**config.mk**
```make
export PLATFORM = sky130hd
export DESIGN_NAME = intr_ctrl
export DESIGN_NICKNAME = d
export VERILOG_FILES = /design/src/rtl/intr_ctrl.sv
export SDC_FILE = /design/constraint.sdc
export NUM_CORES = 1
export LEC_CHECK = 0
export CORE_UTILIZATION = 42
export CTS_CLUSTER_SIZE = 40
export DETAILED_ROUTE_END_ITERATION = 12
export HOLD_SLACK_MARGIN = 0.12
export PLACE_DENSITY = 0.74
export SLEW_MARGIN = 20
export SYNTH_ARGS = -nofsm -noshare
export SYNTH_HDL_FRONTEND = slang
export SYNTH_SLANG_ARGS = --single-unit
export TNS_END_PERCENT = 30
```
**constraint.sdc**
```tcl
create_clock -name clk -period 1.3 [get_ports clk]
set_input_delay 0.13 -clock clk [delete_from_list [all_inputs] [get_ports clk]]
set_output_delay 0.13 -clock clk [all_outputs]
set_load 0.1 [all_outputs]
```
**src/rtl/intr_ctrl.sv**
```systemverilog
// External interrupt controller: synchronises request lines, latches edge/level pendings,
// applies mask and fixed lowest-index priority, and handshakes with the control unit.
module intr_ctrl #(
    parameter int                    NUM_IRQ   = 8,
    parameter int                    ID_W      = 3,
    parameter logic [NUM_IRQ-1:0]    EDGE_MASK = {NUM_IRQ{1'b1}}
) (
    input  logic                 clk,
    input  logic                 rst,
    input  logic [NUM_IRQ-1:0]   irq_in,
    input  logic                 mask_wen,
    input  logic [NUM_IRQ-1:0]   mask_wdata,
    input  logic [NUM_IRQ-1:0]   pend_clr,
    input  logic                 cu_intr,
    input  logic                 eret_done,
    output logic                 intr,
    output logic [ID_W-1:0]      intr_id,
    output logic [NUM_IRQ-1:0]   pending,
    output logic [NUM_IRQ-1:0]   mask,
    output logic                 in_service
);

    typedef enum logic [1:0] {
        IDLE    = 2'd0,
        REQ     = 2'd1,
        SERVICE = 2'd2
    } state_t;

    state_t               state_q, state_d;
    logic [NUM_IRQ-1:0]   s1_q, s2_q, s3_q;
    logic [NUM_IRQ-1:0]   pending_q, pending_d;
    logic [NUM_IRQ-1:0]   mask_q, mask_d;
    logic [NUM_IRQ-1:0]   eligible;
    logic [NUM_IRQ-1:0]   edge_set;
    logic [NUM_IRQ-1:0]   edge_keep;
    logic [NUM_IRQ-1:0]   accept_clr;
    logic                 intr_q, intr_d;
    logic [ID_W-1:0]      intr_id_q, intr_id_d;
    logic                 in_service_q, in_service_d;
    logic [ID_W-1:0]      winner;
    logic                 any_eligible;
    logic                 accept;

    // Two-flop synchroniser (s1, s2) plus one history flop (s3) for edge detection.
    always_ff @(posedge clk or posedge rst) begin
        if (rst) begin
            s1_q <= '0;
            s2_q <= '0;
            s3_q <= '0;
        end else begin
            s1_q <= irq_in;
            s2_q <= s1_q;
            s3_q <= s2_q;
        end
    end

    assign edge_set = s2_q & ~s3_q & EDGE_MASK;

    // Acceptance clears only the line whose id was frozen at the handshake.
    generate
        for (genvar gi = 0; gi < NUM_IRQ; gi++) begin : g_accept_clr
            assign accept_clr[gi] = accept && (intr_id_q == ID_W'(gi));
        end
    endgenerate

    // Set beats clear so a fresh edge is never lost; level lines simply track s2.
    assign edge_keep = pending_q & ~(pend_clr | accept_clr);
    assign pending_d = (EDGE_MASK & (edge_set | edge_keep)) | (~EDGE_MASK & s2_q);
    assign mask_d    = mask_wen ? mask_wdata : mask_q;
    assign eligible  = pending_q & ~mask_q;

    always_ff @(posedge clk or posedge rst) begin
        if (rst) begin
            pending_q <= '0;
            mask_q    <= '1;
        end else begin
            pending_q <= pending_d;
            mask_q    <= mask_d;
        end
    end

    // Fixed priority: scan downwards so the lowest eligible index is the last written.
    always_comb begin
        winner       = '0;
        any_eligible = |eligible;
        for (int i = NUM_IRQ - 1; i >= 0; i--) begin
            if (eligible[i]) begin
                winner = ID_W'(i);
            end
        end
    end

    always_comb begin
        state_d      = state_q;
        intr_d       = 1'b0;
        intr_id_d    = intr_id_q;
        in_service_d = 1'b0;
        accept       = 1'b0;
        unique case (state_q)
            IDLE: begin
                if (any_eligible) begin
                    state_d   = REQ;
                    intr_d    = 1'b1;
                    intr_id_d = winner;
                end
            end
            REQ: begin
                // An acceptance is honoured even if the line vanished in the same cycle.
                if (cu_intr) begin
                    state_d      = SERVICE;
                    in_service_d = 1'b1;
                    accept       = 1'b1;
                end else if (!any_eligible) begin
                    state_d = IDLE;
                end else begin
                    intr_d    = 1'b1;
                    intr_id_d = winner;
                end
            end
            SERVICE: begin
                if (eret_done) begin
                    state_d = IDLE;
                end else begin
                    in_service_d = 1'b1;
                end
            end
            default: begin
                state_d = IDLE;
            end
        endcase
    end

    always_ff @(posedge clk or posedge rst) begin
        if (rst) begin
            state_q      <= IDLE;
            intr_q       <= 1'b0;
            intr_id_q    <= '0;
            in_service_q <= 1'b0;
        end else begin
            state_q      <= state_d;
            intr_q       <= intr_d;
            intr_id_q    <= intr_id_d;
            in_service_q <= in_service_d;
        end
    end

    assign intr       = intr_q;
    assign intr_id    = intr_id_q;
    assign pending    = pending_q;
    assign mask       = mask_q;
    assign in_service = in_service_q;

endmodule

```
==> impl_metrics.py <==
metrics = {
    "power": {
        "p_int_mw": 3.520,
        "switching_share_pct": 42.11,
        "power_frac_comb_pct": 53.3,
        "leakage_nw": 1.434,
        "peakVddDrop_mv": 1.177,
        "power_frac_seq_pct": 32.0,
        "power.switching_mw": 2.561,
        "cellPowerDensity_mw_per_mm2": 1879,
        "p_clk_share_pct": 14.7,
    },
    "cells_and_area": {
        "fin_area_mm2": 0.003237,
        "final_cell_mix": "dfrtp_1 (31), clkdlybuf4s50_1 (28), buf_4 (25), buf_12 (23), inv_1 (13)",
        "fin_nets": 274,
        "utilization_pct": 78.66,
        "stdcell_count": 293,
        "syn_to_final_growth_pct": 75.99,
        "drive_gt1_share_pct": 50.21,
        "num-fill-cells": 226,
        "final_common_cell": "dfrtp_1",
        "diodes": 0,
    },
    "critical_path": {
        "worst_path_max_delay_cell": "dfstp_4",
        "critPathKind": "reg -> reg",
        "path_cells": "nor2b_4 -> nor4_4 -> buf_4 -> a22o_1 -> nand3_1",
        "max_stage_delay_ns": 0.64,
        "cp-end-kind": "flop",
        "cp.arrival_ns": 1.70,
        "start_kind": "flop",
        "required_ns": 1.48,
        "cp_max_fo": 4,
    },
    "timing": {
        "rsz0062_at_grt": "true",
        "hold_viol": 0,
        "period_share_pct": 117.1,
        "timing.hold.ws_ns": 0.1730,
        "layout_setup_ws_ns": -0.2217,
        "worst_pin_slew_ns": 0.3907,
        "clock_skew_ns": 0.004620,
        "drv_slew": 0,
        "finalSetupViolations": 19,
        "relSlewSlack_pct": 73.90,
        "min_period_ns": 1.522,
        "fmax_mhz": 657.2,
    },
    "place": {
        "port-buffer-count": 49,
        "dpl_worst_slack_ns": -0.2727,
        "post_dp_cell_area_mm2": 0.002932,
        "dp.cells": 281,
        "hpwl_mm": 3.355,
        "finalWeightedCongestion": 0.8145,
    },
    "yosys": {
        "seq_area_frac_synth_pct": 64.49,
        "syn_area_mm2": 0.001839,
        "synthArstFlopShare_pct": 100.0,
        "synth_edf_count": 0,
        "yosysWarnings": 0,
        "syn_area_per_cell_um2": 12.34,
        "synthFlopType": "dfrtp_1",
        "synth_cells": 149,
        "ys_ff_latch": 47,
        "synth_fp_nets": 181,
        "ys_types": 32,
    },
    "clock_tree": {
        "clk_path_buf_depth": 2,
        "worst_skew_pair.late_latency_ns": 0.30,
        "cts.reportedPaths.clkPinSlew_ns": 0.09,
        "cts_sinks": 47,
        "ctsHoldBuffers": 0,
        "h-tree-depth": 2,
        "cts_buffers": 5,
        "cts_tree": "done",
        "cts_root_buf": "clkbuf_8",
    },
    "routing": {
        "drtIter0Drc": 71,
        "drcViolationCount": 0,
        "drtPass1Iterations": 5,
        "vias": 1481,
        "ant_nets": 0,
        "drt_wl_total_mm": 4.850,
        "via_per_inst": 5.055,
        "wire_per_inst_um": 16.55,
    },
    "global_routing": {
        "grt_pass1_vias": 1508,
        "antenna_found_initial": 0,
        "grt_max_degree": 48,
        "grt_usage_pct": 22.45,
        "grt_remaining_overflow": 0,
        "grt_pass1_wl_mm": 7.169,
    },
    "floorplan": {
        "fp.dieW_um": 68.18,
        "num_rows": 23,
        "die_h_um": 68.18,
        "ioPinCount": 50,
        "die_area_mm2": 0.004648,
        "core_area_mm2": 0.004115,
        "start_util_pct": 44.69,
    },
    "outcome": {
        "violations": "negative setup slack",
        "status": "complete, but fails checks",
    },
    "job": {
        "max_cap_viol_count": 0,
    },
    "worst_hold_path": {
        "hold_class": "in -> async",
    },
}
[cell usage after synthesis (all sizes together), types with 2 or more instances]
cell type / n / area (µm²)
mux2: 7 / 82.57
a22o: 2 / 18.77
a31oi: 3 / 18.77
ha: 3 / 37.54
o32ai: 2 / 17.52
inv: 15 / 56.30
dfstp: 8 / 210.2
nand3: 4 / 20.02
nor2: 4 / 15.01
a2bb2oi: 3 / 26.28
dfrtp: 39 / 975.9
nand2: 8 / 30.03
o21ai: 19 / 95.09
a21oi: 2 / 13.76
nor2b: 12 / 90.09
nand2b: 7 / 43.79
[final cells by class]
cell class	instances	area, µm²	area share, %
clock buffers	5	68.82	2.126
well taps	50	62.56	1.933
multi-input cells	85	737.0	22.77
clock inverters	3	22.52	0.6958
inverters	15	56.30	1.739
flip-flops and latches	47	1226	37.88
repair buffers	88	1064	32.86
[critical path: cells and delay by family (launching register included)]
kind            cells  cell delay (ns)
buf+inv             1             0.18
compound gates      1             0.14
simple gates        3             0.45
flops               1             0.64
[final timing paths]
check	from	slack, ns	endpoint	cells after the start
min reg2reg	s1_q[0]$_DFF_PP0_	0.35	s2_q[0]$_DFF_PP0_	0
max	mask[4]$_DFFE_PP1P_	-0.22	state_q[1]$_DFFE_PP0P_	5
min	rst	0.17	s3_q[2]$_DFF_PP0_	3
max in group asynchronous	rst	0.86	mask[3]$_DFFE_PP1P_	3
max reg2reg	mask[4]$_DFFE_PP1P_	-0.22	state_q[1]$_DFFE_PP0P_	5
min in group clk	irq_in[3]	0.25	s1_q[3]$_DFF_PP0_	1
[repair_timing]
item	in CTS	in global routing
setup buffers	3	1
gates resized for setup	25	30
gates cloned	0	0
pin swaps	6	9
endpoints found under the setup margin	22	22
[logic make-up (layout without fill, tap and decap cells)]
logic type                 after synthesis  after routing  share of synthesized area (%)
muxes                                    7              7                          4.489
adders and majority gates                3              3                          2.041
DFF                                     47             47                          64.49
AOI/OAI and AO/OA                       34             34                          11.63
buffers and inverters                   17            111                          3.537
and+or+nand+nor                         41             41                          13.81
[routing by layer]
metal  track usage, %  share of wire [%]
met1            27.05                 43
met2            36.15                 52
met3            8.000                4.4
met4            9.635               0.87
met5                0                  0
[power by group through the flow]
stage | sequential [mW] | clock (mW) | combinational (mW)
5_1_grt | 1.97 | 0.977 | 3.39
4_1_cts | 1.93 | 0.909 | 2.98
3_5_place_dp | 1.93 | 0 | 2.83
6_report | 1.95 | 0.892 | 3.24
2_1_floorplan | 2.81 | 0 | 0.684
3_3_place_gp | 1.91 | 0 | 2.75
[state kept, by name (all words and copies together) (netlist names)]
name,cells
s2_q,8
in_service,1
intr,1
pending,8
intr_id,3
s1_q,8
s3_q,8
state_q,2
mask,8
[through the flow]
stage / TNS, ns / power, mW
2_1_floorplan: -3.659 / 3.495
3_3_place_gp: -1.225 / 4.657
3_5_place_dp: -2.368 / 4.760
4_1_cts: -1.397 / 5.814
5_1_grt: -2.527 / 6.336
6_report: -1.742 / 6.082
(Power assumes the default switching activity.)
